[src/rtl/dmem_port_arbiter_if.sv]
// Bus bundle between the two data-memory masters (C and D), the arbiter and the memory macro.
// slave = arbiter side; master = requesters plus memory model side.
interface dmem_port_arbiter_if #(
    parameter int unsigned ADDR_W = 4,
    parameter int unsigned DATA_W = 32
);
    logic              c_req;
    logic              c_we;
    logic [ADDR_W-1:0] c_addr;
    logic [DATA_W-1:0] c_wdata;
    logic              c_gnt;
    logic              c_rvalid;
    logic [DATA_W-1:0] c_rdata;

    logic              d_req;
    logic              d_we;
    logic [ADDR_W-1:0] d_addr;
    logic [DATA_W-1:0] d_wdata;
    logic              d_gnt;
    logic              d_rvalid;
    logic [DATA_W-1:0] d_rdata;

    logic              mem_en;
    logic              mem_we;
    logic [ADDR_W-1:0] mem_addr;
    logic [DATA_W-1:0] mem_wdata;
    logic [DATA_W-1:0] mem_rdata;
    logic              busy;

    modport slave (
        input  c_req, c_we, c_addr, c_wdata,
        output c_gnt, c_rvalid, c_rdata,
        input  d_req, d_we, d_addr, d_wdata,
        output d_gnt, d_rvalid, d_rdata,
        output mem_en, mem_we, mem_addr, mem_wdata,
        input  mem_rdata,
        output busy
    );

    modport master (
        output c_req, c_we, c_addr, c_wdata,
        input  c_gnt, c_rvalid, c_rdata,
        output d_req, d_we, d_addr, d_wdata,
        input  d_gnt, d_rvalid, d_rdata,
        input  mem_en, mem_we, mem_addr, mem_wdata,
        output mem_rdata,
        input  busy
    );
endinterface

[src/rtl/dmem_port_arbiter.sv]
// Single-port data memory arbiter: CPU port C has fixed priority, debug port D gets forced
// priority after MAX_WAIT consecutive lost decisions. One access in flight at a time.
module dmem_port_arbiter #(
    parameter int unsigned ADDR_W   = 4,
    parameter int unsigned DATA_W   = 32,
    parameter int unsigned MAX_WAIT = 4
) (
    input logic                 clk,
    input logic                 rst_n,
    dmem_port_arbiter_if.slave  bus
);

    localparam logic [3:0] MaxWait = 4'(MAX_WAIT);

    typedef enum logic [1:0] {StIdle, StIssue, StRdWait} state_e;

    state_e            state_q, state_d;
    logic              owner_q, owner_d;  // 1 = port D owns the access
    logic [3:0]        d_wait_q, d_wait_d;
    logic              mem_en_q, mem_en_d;
    logic              mem_we_q, mem_we_d;
    logic [ADDR_W-1:0] mem_addr_q, mem_addr_d;
    logic [DATA_W-1:0] mem_wdata_q, mem_wdata_d;
    logic              c_gnt_q, c_gnt_d;
    logic              d_gnt_q, d_gnt_d;
    logic              c_rvalid_q, c_rvalid_d;
    logic              d_rvalid_q, d_rvalid_d;
    logic [DATA_W-1:0] c_rdata_q, c_rdata_d;
    logic [DATA_W-1:0] d_rdata_q, d_rdata_d;
    logic              busy_q, busy_d;

    logic any_req;
    logic d_wins;

    assign any_req = bus.c_req | bus.d_req;
    assign d_wins  = bus.d_req & (~bus.c_req | (d_wait_q >= MaxWait));

    // State register
    always_ff @(posedge clk or negedge rst_n) begin
        if (!rst_n) begin
            state_q <= StIdle;
        end else begin
            state_q <= state_d;
        end
    end

    // Next-state logic
    always_comb begin
        state_d = state_q;
        unique case (state_q)
            StIdle:   if (any_req) state_d = StIssue;
            StIssue:  state_d = mem_we_q ? StIdle : StRdWait;
            StRdWait: state_d = StIdle;
            default:  state_d = StIdle;
        endcase
    end

    // Next values of the registered outputs
    always_comb begin
        owner_d     = owner_q;
        d_wait_d    = d_wait_q;
        mem_en_d    = 1'b0;
        mem_we_d    = mem_we_q;
        mem_addr_d  = mem_addr_q;
        mem_wdata_d = mem_wdata_q;
        c_gnt_d     = 1'b0;
        d_gnt_d     = 1'b0;
        c_rvalid_d  = 1'b0;
        d_rvalid_d  = 1'b0;
        c_rdata_d   = c_rdata_q;
        d_rdata_d   = d_rdata_q;
        busy_d      = (state_d != StIdle);

        unique case (state_q)
            StIdle: begin
                if (any_req) begin
                    owner_d  = d_wins;
                    mem_en_d = 1'b1;
                    if (d_wins) begin
                        mem_we_d    = bus.d_we;
                        mem_addr_d  = bus.d_addr;
                        mem_wdata_d = bus.d_wdata;
                        d_gnt_d     = 1'b1;
                    end else begin
                        mem_we_d    = bus.c_we;
                        mem_addr_d  = bus.c_addr;
                        mem_wdata_d = bus.c_wdata;
                        c_gnt_d     = 1'b1;
                    end
                end
                if (bus.d_req && !d_wins) begin
                    d_wait_d = (d_wait_q == 4'hF) ? 4'hF : d_wait_q + 4'd1;
                end else begin
                    d_wait_d = 4'd0;
                end
            end
            StIssue: begin
                if (!mem_we_q) begin
                    if (owner_q) d_rvalid_d = 1'b1;
                    else         c_rvalid_d = 1'b1;
                end
            end
            StRdWait: begin
                if (owner_q) d_rdata_d = bus.mem_rdata;
                else         c_rdata_d = bus.mem_rdata;
            end
            default: ;
        endcase
    end

    always_ff @(posedge clk or negedge rst_n) begin
        if (!rst_n) begin
            owner_q     <= 1'b0;
            d_wait_q    <= 4'd0;
            mem_en_q    <= 1'b0;
            mem_we_q    <= 1'b0;
            mem_addr_q  <= '0;
            mem_wdata_q <= '0;
            c_gnt_q     <= 1'b0;
            d_gnt_q     <= 1'b0;
            c_rvalid_q  <= 1'b0;
            d_rvalid_q  <= 1'b0;
            c_rdata_q   <= '0;
            d_rdata_q   <= '0;
            busy_q      <= 1'b0;
        end else begin
            owner_q     <= owner_d;
            d_wait_q    <= d_wait_d;
            mem_en_q    <= mem_en_d;
            mem_we_q    <= mem_we_d;
            mem_addr_q  <= mem_addr_d;
            mem_wdata_q <= mem_wdata_d;
            c_gnt_q     <= c_gnt_d;
            d_gnt_q     <= d_gnt_d;
            c_rvalid_q  <= c_rvalid_d;
            d_rvalid_q  <= d_rvalid_d;
            c_rdata_q   <= c_rdata_d;
            d_rdata_q   <= d_rdata_d;
            busy_q      <= busy_d;
        end
    end

    assign bus.mem_en    = mem_en_q;
    assign bus.mem_we    = mem_we_q;
    assign bus.mem_addr  = mem_addr_q;
    assign bus.mem_wdata = mem_wdata_q;
    assign bus.c_gnt     = c_gnt_q;
    assign bus.d_gnt     = d_gnt_q;
    assign bus.c_rvalid  = c_rvalid_q;
    assign bus.d_rvalid  = d_rvalid_q;
    assign bus.busy      = busy_q;

    // The macro's output register is the source during the rvalid cycle, so read data lines up
    // with rvalid; the held copy takes over from the next cycle on.
    assign bus.c_rdata = c_rvalid_q ? bus.mem_rdata : c_rdata_q;
    assign bus.d_rdata = d_rvalid_q ? bus.mem_rdata : d_rdata_q;

endmodule

[src/flat_wrapper.sv]
// flat-port wrapper written by rule: the top's interface ports become plain ports
module dmem_port_arbiter_flat 
#(
    parameter int unsigned ADDR_W   = 4,
    parameter int unsigned DATA_W   = 32,
    parameter int unsigned MAX_WAIT = 4
)
  (clk, rst_n, bus_c_req, bus_c_we, bus_c_addr, bus_c_wdata, bus_c_gnt, bus_c_rvalid, bus_c_rdata, bus_d_req, bus_d_we, bus_d_addr, bus_d_wdata, bus_d_gnt, bus_d_rvalid, bus_d_rdata, bus_mem_en, bus_mem_we, bus_mem_addr, bus_mem_wdata, bus_mem_rdata, bus_busy);
  dmem_port_arbiter_if #(.ADDR_W(ADDR_W), .DATA_W(DATA_W)) bus_i ();
  input logic clk;
  input logic rst_n;
  input wire logic [$bits(bus_i.c_req)-1:0] bus_c_req;
  input wire logic [$bits(bus_i.c_we)-1:0] bus_c_we;
  input wire logic [$bits(bus_i.c_addr)-1:0] bus_c_addr;
  input wire logic [$bits(bus_i.c_wdata)-1:0] bus_c_wdata;
  output wire logic [$bits(bus_i.c_gnt)-1:0] bus_c_gnt;
  output wire logic [$bits(bus_i.c_rvalid)-1:0] bus_c_rvalid;
  output wire logic [$bits(bus_i.c_rdata)-1:0] bus_c_rdata;
  input wire logic [$bits(bus_i.d_req)-1:0] bus_d_req;
  input wire logic [$bits(bus_i.d_we)-1:0] bus_d_we;
  input wire logic [$bits(bus_i.d_addr)-1:0] bus_d_addr;
  input wire logic [$bits(bus_i.d_wdata)-1:0] bus_d_wdata;
  output wire logic [$bits(bus_i.d_gnt)-1:0] bus_d_gnt;
  output wire logic [$bits(bus_i.d_rvalid)-1:0] bus_d_rvalid;
  output wire logic [$bits(bus_i.d_rdata)-1:0] bus_d_rdata;
  output wire logic [$bits(bus_i.mem_en)-1:0] bus_mem_en;
  output wire logic [$bits(bus_i.mem_we)-1:0] bus_mem_we;
  output wire logic [$bits(bus_i.mem_addr)-1:0] bus_mem_addr;
  output wire logic [$bits(bus_i.mem_wdata)-1:0] bus_mem_wdata;
  input wire logic [$bits(bus_i.mem_rdata)-1:0] bus_mem_rdata;
  output wire logic [$bits(bus_i.busy)-1:0] bus_busy;
  assign bus_i.c_req = bus_c_req;
  assign bus_i.c_we = bus_c_we;
  assign bus_i.c_addr = bus_c_addr;
  assign bus_i.c_wdata = bus_c_wdata;
  assign bus_c_gnt = bus_i.c_gnt;
  assign bus_c_rvalid = bus_i.c_rvalid;
  assign bus_c_rdata = bus_i.c_rdata;
  assign bus_i.d_req = bus_d_req;
  assign bus_i.d_we = bus_d_we;
  assign bus_i.d_addr = bus_d_addr;
  assign bus_i.d_wdata = bus_d_wdata;
  assign bus_d_gnt = bus_i.d_gnt;
  assign bus_d_rvalid = bus_i.d_rvalid;
  assign bus_d_rdata = bus_i.d_rdata;
  assign bus_mem_en = bus_i.mem_en;
  assign bus_mem_we = bus_i.mem_we;
  assign bus_mem_addr = bus_i.mem_addr;
  assign bus_mem_wdata = bus_i.mem_wdata;
  assign bus_i.mem_rdata = bus_mem_rdata;
  assign bus_busy = bus_i.busy;
  dmem_port_arbiter #(.ADDR_W(ADDR_W), .DATA_W(DATA_W), .MAX_WAIT(MAX_WAIT)) u_core (.clk(clk), .rst_n(rst_n), .bus(bus_i));
endmodule
[config.mk]
export PLATFORM = sky130hd
export DESIGN_NAME = dmem_port_arbiter_flat
export DESIGN_NICKNAME = d
export VERILOG_FILES = /design/src/rtl/dmem_port_arbiter_if.sv /design/src/rtl/dmem_port_arbiter.sv /design/src/flat_wrapper.sv
export SDC_FILE = /design/constraint.sdc
export NUM_CORES = 1
export LEC_CHECK = 0
export CAP_MARGIN = 10
export CORE_MARGIN = 2
export CORE_UTILIZATION = 30
export CTS_CLUSTER_SIZE = 25
export DETAILED_ROUTE_END_ITERATION = 10
export GPL_TIMING_DRIVEN = 0
export PLACE_DENSITY_LB_ADDON = 0.08
export SLEW_MARGIN = 15
export SYNTH_ARGS = -nofsm -noshare
export SYNTH_HDL_FRONTEND = slang
export SYNTH_SLANG_ARGS = --single-unit
[constraint.sdc]
create_clock -name clk -period 2.2 [get_ports clk]
set_clock_uncertainty 0.05 [all_clocks]
set_input_delay 0.44 -clock clk [delete_from_list [all_inputs] [get_ports clk]]
set_output_delay 0.44 -clock clk [all_outputs]
set_load 0.03 [all_outputs]
==> results of run 1 <==
-- through the flow --
| stage | power (W) | TNS [ns] | util (%) | cells | area (sq um) |
|---|---|---|---|---|---|
| 2_1_floorplan | 0.00872 | 0 | - | 375 | 5280 |
| 3_3_place_gp | 0.0118 | -479.43 | 44.8 | 816 | 7720 |
| 3_5_place_dp | 0.0119 | -26.19 | 45.0 | 817 | 7750 |
| 4_1_cts | 0.0143 | -3.37 | 48.5 | 845 | 8360 |
| 5_1_grt | 0.0147 | -0.249 | 47.4 | 850 | 8170 |
| 6_report | 0.0139 | 0 | 47.4 | 850 | 8170 |
-- metal layers --
metal,share of wire [%],wire length (um),vias to the layer above
met3,7.6,1170,24
met2,50,7650,152
met4,2.3,351,0
li1,-,-,1892
met5,0,0,-
met1,40,6180,2043
-- registers in the layout, indices dropped and copies added (netlist names) --
| register | flops |
|---|---|
| u_core.bus.d_gnt | 1 |
| u_core.c_rdata_q | 32 |
| u_core.state_q | 2 |
| u_core.d_wait_q | 4 |
| u_core.bus.mem_addr | 4 |
| u_core.bus.busy | 1 |
| u_core.bus.mem_wdata | 32 |
| u_core.bus.c_rvalid | 1 |
| u_core.bus.mem_en | 1 |
| u_core.d_rdata_q | 32 |
| u_core.bus.mem_we | 1 |
| u_core.bus.d_rvalid | 1 |
| u_core.owner_q | 1 |
| u_core.bus.c_gnt | 1 |
-- power by group through the flow --
stage	clock, W	sequential [W]	combinational (W)
global placement	0	0.00362	0.00820
detailed placement	0	0.00368	0.00824
finish	0.00265	0.00368	0.00759
floorplan	0	0.00430	0.00443
global route	0.00284	0.00383	0.00807
CTS	0.00272	0.00368	0.00788
-- final timing paths --
| check | start | endpoint | slack (ns) |
|---|---|---|---|
| max | u_core.bus.c_rvalid | bus_c_rdata[29] | 0.02 |
| min | u_core.c_rdata_q[31] | u_core.c_rdata_q[31] | 0.45 |
| max reg2reg | u_core.d_wait_q[3] | u_core.bus.mem_wdata[19] | 0.40 |
| min reg2reg | u_core.c_rdata_q[31] | u_core.c_rdata_q[31] | 0.45 |
| max in group asynchronous | rst_n | u_core.bus.c_rvalid | 0.87 |
| min in group asynchronous | rst_n | u_core.c_rdata_q[22] | 0.53 |
-- area by class of cell --
cell class | count | area, sq um
fillers | 1588 | 9060
flip-flops and latches | 114 | 2860
multi-input cells | 228 | 2270
repair buffers | 223 | 1980
clock buffers | 25 | 526
well taps | 225 | 282
plain buffers | 29 | 208
clock inverters | 4 | 47.5
inverters | 2 | 7.51
-- what timing repair did --
item / 4_1_cts / 5_1_grt
hold endpoints to repair: 52 / 0
hold buffers: 1 / 0
resized for setup: 139 / 138
gates cloned: 0 / 2
setup buffers: 0 / 3
pin swaps: 0 / 0
endpoints found under the setup margin: 64 / 60
-- logic make-up (layout without fill, tap and decap cells) --
family | count (synthesis) | after routing | synth area share, %
compound gates | 81 | 81 | 13.5
fa+ha+maj | 1 | 1 | 0.237
buf+inv | 33 | 283 | 3.01
flops | 114 | 114 | 54.0
mux | 128 | 128 | 27.3
simple gates | 18 | 18 | 1.87
-- cells in the final DEF (no fill, tap or decap) --
| master | count |
|---|---|
| nand3_1 | 1 |
| buf_2 | 52 |
| and3_1 | 1 |
| o21ai_0 | 2 |
| o21a_1 | 37 |
| and4_1 | 1 |
| mux2_2 | 128 |
| buf_6 | 4 |
| nand2_1 | 2 |
| clkbuf_1 | 8 |
| dfrtp_1 | 112 |
| a22o_1 | 3 |
| buf_8 | 5 |
| nor2_1 | 7 |
| or2_1 | 1 |
| dlygate4sd3_1 | 1 |
| o211a_1 | 1 |
| dfrtp_2 | 2 |
| clkinvlp_4 | 1 |
| ha_1 | 1 |
| a211oi_4 | 1 |
| bufinv_16 | 1 |
| dlygate4sd2_1 | 4 |
| buf_4 | 3 |
| clkbuf_2 | 21 |
| clkbuf_8 | 7 |
| inv_1 | 2 |
| clkbuf_16 | 19 |
| clkinv_2 | 2 |
| nor3b_2 | 1 |
| a221o_1 | 37 |
| clkdlybuf4s50_1 | 151 |
| nand2b_1 | 2 |
| buf_16 | 1 |
| nand3b_1 | 1 |
| and2_1 | 1 |
| buf_12 | 1 |
-- worst reg2reg max path: stages, from the launching register on --
cell and delay, ns:
dfrtp_1 0.39, nor2_1 0.28, o211a_1 0.20, buf_4 0.18, clkbuf_1 0.40, a221o_1 0.24
==> summary.md, run 1 <==
| Metric | Value |
|---|---|
| Die H | approximately 140 um |
| Leak | approximately 3.5 nW |
| Final setup margin | 0.0211 ns |
| Largest net degree at the start of global routing | 63 |
| Gate power share | 54.5% |
| H-tree depth | 4 |
| Worst hold slack | 0.451 ns |
| Drt wl/cell | 18.1 um |
| Post-DP HPWL | 11000 um |
| Area delta synth->final | 54.8% |
| Critical Path Stages | 3 |
| Io pins | around 220 |
| Die extent in x | 137 um |
| Vias in the first global route | around 4500 |
| Top cell type's share of synthesized area | 54.0% |
| Synth top area cells | dfrtp_1 (54%), mux2_2 (27%), a221o_1 (7.0%) |
| Port-buffer cells | 216 |
| Commonest cells post-synth | mux2_2 (128), dfrtp_1 (114), a221o_1 (37), o21a_1 (37), buf_2 (13) |
| Clock transition at path regs | 0.05 ns |
| Worst-path cell chain | buf_4 > mux2_2 > dlygate4sd2_1 |
| Count leader, synth | mux2_2 |
| Routability cong. | 0.781 |
| CTS Buf Count | 17 |
| Initial DRC count | 127 |
| Number of vias per cell | between 4 and 5 |
| Power Density | ~1700 nW/um^2 |
| Setup CP Type | flop to output port |
| Hold Crit Class | flop to flop |
| First-pass GRT wire length | 23900 um |
| FP Rows | 48 |
| Final setup viols | 0 |
| Post-synth EDFFs | 0 |
| Min cycle time layout | between 2 and 2.5 ns |
| DP Worst Slack | -0.473 ns |
| Total die area | 18700 sq um |
| Grt ovf | 0 |
| Async S/R FF share, synth | 100% |
| Top Usage Layer GRT | met2 |
| Drt pass-1 iters | 4 |
| Nets@finish | 726 |
| CTS tree | done |
| Most used DFF post-synth | dfrtp_1 |
| Share of cells above drive strength 1 | between 30% and 40% |
| Clock insertion delay at the later pin of the skew report | 0.41 ns |
| Reg2Reg Depth | 5 |
| WP data required | 1.71 ns |
| Sequential area share after synthesis | 54.0% |
| Max-slew violations | 0 |
| Final Hold Vio Count | 0 |
| Critical Path Slowest Stage Cell | dfrtp_2 |
| Synth cell types | 25 |
| Initial antenna violation count | 0 |
| Max frequency | roughly 460 MHz |
| Internal Power | 0.00823 W |
| Mapped Nets | 486 |
| Initial Util | around 31% |
| Clock buffer depth | 2 |
| Antenna cells | 0 |
| GRT met2 Usage | 27.7% |
| TritonCTS Sinks | 114 |
| Critical Path Source Type | flop |
| Ys Warns | 0 |
| Cell Area, Synth | approximately 5300 sq um |
| Core area | 17200 sq um |
| Final period util | between 90 and 100% |
| WP data arrival | 1.69 ns |
| Sw Ratio | 40.9% |
| Post-Route WL | about 15000 um |
| Slew @ Worst Pin | between 0.5 and 0.6 ns |
| Flops & latches, synth | between 100 and 150 |
| Synthesized area per cell | between 10 and 15 sq um |
| Syn Inst Count | 375 |
| Clock root buffer | clkbuf_16 |
| Clk pwr share | approximately a fifth |
| NetSw | 0.00569 W |
| Crit. End Element | output port |
| Cell family with most CP delay | buffers and inverters |
| Via count | 4111 |
| Global-route usage over all layers | 16.8% |
| RSZ-0062 raised after global routing | yes |
| Post-synthesis cell type with the largest combined area | dfrtp_1 |
| Flop pwr share | 26.4% |
| Maximum fanout along the worst path | 6 |
| Worst VDD drop | 0.705 mV |
| Status | complete, no violations |
| Slowest stage delay, CP | 0.46 ns |
| Hold Path Depth | 1 |
| DRC | 0 |
| Met3 GRT Util | 6.26% |
| Bufs and invs on worst path | 2 |
| Number of max-cap violations | 0 |
| Routed Antenna Nets | 0 |
| Max-slew headroom | 64.5% |
| GR Layer Usage met1 | 20.0% |
No activity file was read; power rests on OpenSTA's default activity.
==> inputs of run 2 (changes only) <==
--- a/config.mk
+++ b/config.mk
@@ -5,13 +5,13 @@
 export SDC_FILE = /design/constraint.sdc
 export NUM_CORES = 1
 export LEC_CHECK = 0
-export CAP_MARGIN = 10
 export CORE_MARGIN = 2
 export CORE_UTILIZATION = 30
 export CTS_CLUSTER_SIZE = 25
 export DETAILED_ROUTE_END_ITERATION = 10
 export GPL_TIMING_DRIVEN = 0
 export PLACE_DENSITY_LB_ADDON = 0.08
+export SKIP_CTS_REPAIR_TIMING = 1
 export SLEW_MARGIN = 15
 export SYNTH_ARGS = -nofsm -noshare
 export SYNTH_HDL_FRONTEND = slang
==> run 2 against run 1 <==
Against the previous run: the flow now finishes with violations (negative setup slack); cell area grew 1.6%; sequential share of layout area shrank 0.57 points; sequential cell count is the same; critical endpoint is now bus_c_rdata[0]; largest cell class unchanged.
==> summary.md, run 2 (synthesis gave the netlist of run 1 again) <==
| Metric | Value |
|---|---|
| Power Density | 1700 nW/um^2 (-0.40%) |
| FF-to-FF setup slack | 0.41 ns (about the same) |
| HP Start | u_core.c_rdata_q[0] |
| Number of max-cap violations | 0 (unchanged) |
| CTS tree | done |
| Final setup TNS | -0.376 ns (-0.376 ns) |
| Flop pwr share | 26.0% (-0.4 points) |
| Status | finished, violations left |
| Crit. End Element | output port |
| Slew @ Worst Pin | 0.536 ns (+0.00362 ns) |
| Clock transition at path regs | 0.05 ns (about the same) |
| Clock root buffer | clkbuf_16 |
| Initial DRC count | 100 (-21%) |
| DRC | 0 (unchanged) |
| TritonCTS Sinks | 114 (unchanged) |
| Critical Path Slowest Stage Cell | dfrtp_1 |
| Drt pass-1 iters | 4 (unchanged) |
| Final period util | 102% (+3.1 points) |
| Grt ovf | 0 (unchanged) |
| Worst VDD drop | 0.707 mV (+0.34%) |
| Worst Setup SP | u_core.bus.c_rvalid |
| Hold Crit Class | flop to flop |
| Area delta synth->final | 57.3% |
| Initial Util | 30.6% (unchanged) |
| WP data arrival | 1.76 ns (+0.07 ns) |
| Drt wl/cell | 17.8 um (-1.6%) |
| NetSw | 0.00565 W (-0.62%) |
| Gate power share | 55.2% (+0.7 points) |
| Total die area | 18700 sq um (unchanged) |
| Most frequent cells in the layout | clkdlybuf4s50_1 (151), mux2_2 (128), dfrtp_1 (113) |
| Port-buffer cells | 216 (unchanged) |
| Min cycle time layout | 2.25 ns (+0.0680 ns) |
| First-pass GRT wire length | 23900 um (-0.17%) |
| Cell family with most CP delay | buffers and inverters |
| Vias in the first global route | 4489 (+0.18%) |
| Nets@finish | 724 (-0.28%) |
| Cell mode on critical path | buf_4 |
| Die extent in x | 137 um (unchanged) |
| Global-route usage over all layers | 16.8% (-0.032 points) |
| Final Hold Vio Count | 0 (unchanged) |
| Internal Power | 0.00843 W (+2.5%) |
| Leak | 3.75 nW (+7.6%) |
| Critical Path Source Type | flop |
| Io pins | 217 (unchanged) |
| Final setup viols | 17 (+17) |
| H-tree depth | 4 (unchanged) |
| RSZ-0062 raised after global routing | yes |
| Slowest stage delay, CP | 0.37 ns (-0.09 ns) |
| Max-slew headroom | 64.3% (-0.24 points) |
| Sw Ratio | 40.1% (-0.73 points) |
| Final Total Pwr | 0.0141 W (+1.2%) |
| Routability cong. | 0.781 (unchanged) |
| Die H | 137 um (unchanged) |
| Final setup margin | -0.0468 ns (-0.0680 ns) |
| Clk pwr share | 18.8% (-0.2 points) |
| Max frequency | 445 MHz (-3.0%) |
| CTS Buf Count | 17 (unchanged) |
| Largest net degree at the start of global routing | 63 (unchanged) |
| Fillers | 1562 (-1.6%) |
| WP data required | 1.71 ns (about the same) |
| Max-slew violations | 0 (unchanged) |
| Antenna cells | 0 (unchanged) |
| Setup CP Type | flop to output port |
| Clock buffer depth | 2 (unchanged) |
| FP Rows | 48 (unchanged) |
| Violated checks | negative setup slack |
| Bufs and invs on worst path | 3 (+1) |
| Maximum fanout along the worst path | 10 (+4) |
| Via count | 4087 (-0.58%) |
| Initial antenna violation count | 0 (unchanged) |
| Number of vias per cell | 4.82 (-0.35%) |
| Reg2reg start | u_core.d_wait_q[3] |
| Clock insertion delay at the later pin of the skew report | 0.41 ns (about the same) |
| Post-DP HPWL | 11000 um (unchanged) |
| Routed Antenna Nets | 0 (unchanged) |
| Share of cells above drive strength 1 | 35.2% (-4.7 points) |
| Worst-path cell chain | buf_4 > buf_4 > mux2_2 > dlymetal6s2s_1 |
| Post-Route WL | 15100 um (-1.8%) |
| Most common cell after layout, fill and taps aside | clkdlybuf4s50_1 |
| Core area | 17200 sq um (unchanged) |
[run 2: changes by cell type in the layout (fill, tap and decap cells not counted)]
cell / delta
dlymetal6s2s_1: +31
dlygate4sd2_1: -4
buf_2: -31
buf_6: +2
clkbuf_2: +4
dfrtp_2: -1
dfrtp_1: +1
buf_8: -4
clkbuf_16: -2
buf_4: +3
buf_12: -1
[run 2: area by class of cell]
type                       instances  area, sq um  area share, %
buffer                            30          193           2.32
clock buffer                      25          526           6.33
clock inverter                     4         47.5          0.573
inverter                           2         7.51         0.0904
multi-input combinational        228         2270           27.3
sequential                       114         2850           34.4
tap                              225          282           3.39
timing repair buffer             220         2130           25.6
[run 2: routing by layer]
layer | track usage (%) | up-vias | share of wire [%]
met4 | 6.66 | 0 | 2.5
met1 | 19.8 | 2021 | 40
met5 | 0 | - | 0
met3 | 6.30 | 27 | 7.2
met2 | 27.8 | 144 | 50
li1 | - | 1895 | -
[run 2: final timing paths]
path | end | depth (start not counted)
setup / recovery | bus_c_rdata[0] | 4
max in group asynchronous | u_core.bus.d_rvalid | 3
setup reg to reg | u_core.bus.mem_wdata[19] | 5
hold / removal | u_core.c_rdata_q[0] | 1
min in group asynchronous | u_core.c_rdata_q[22] | 2
hold reg to reg | u_core.c_rdata_q[0] | 1
[run 2: power by group through the flow]
stage / clock (W) / sequential [W] / combinational (W)
finish: 0.00265 / 0.00366 / 0.00777
global route: 0.00283 / 0.00381 / 0.00826
CTS: 0.00272 / 0.00366 / 0.00828
detailed placement: 0 / 0.00368 / 0.00824
global placement: 0 / 0.00362 / 0.00820
floorplan: 0 / 0.00430 / 0.00443
[run 2: worst reg2reg max path, stage by stage (launching register included)]
cell and delay (ns):
dfrtp_1 0.39, nor2_1 0.28, o211a_1 0.20, buf_4 0.18, clkbuf_1 0.39, a221o_1 0.23
[run 2: per-stage QoR]
stage          setup slack, ns  utilization, %  hold WS, ns  instance area (sq um)  std cells
5_1_grt                 -0.120            48.2        0.469                   8300        848
4_1_cts                 -0.928            48.3      -0.0497                   8320        846
3_3_place_gp             -3.97            44.8        0.433                   7720        816
2_1_floorplan            0.199               -       0.0944                   5280        375
6_report               -0.0468            48.2        0.449                   8300        848
3_5_place_dp            -0.473            45.0        0.388                   7750        817
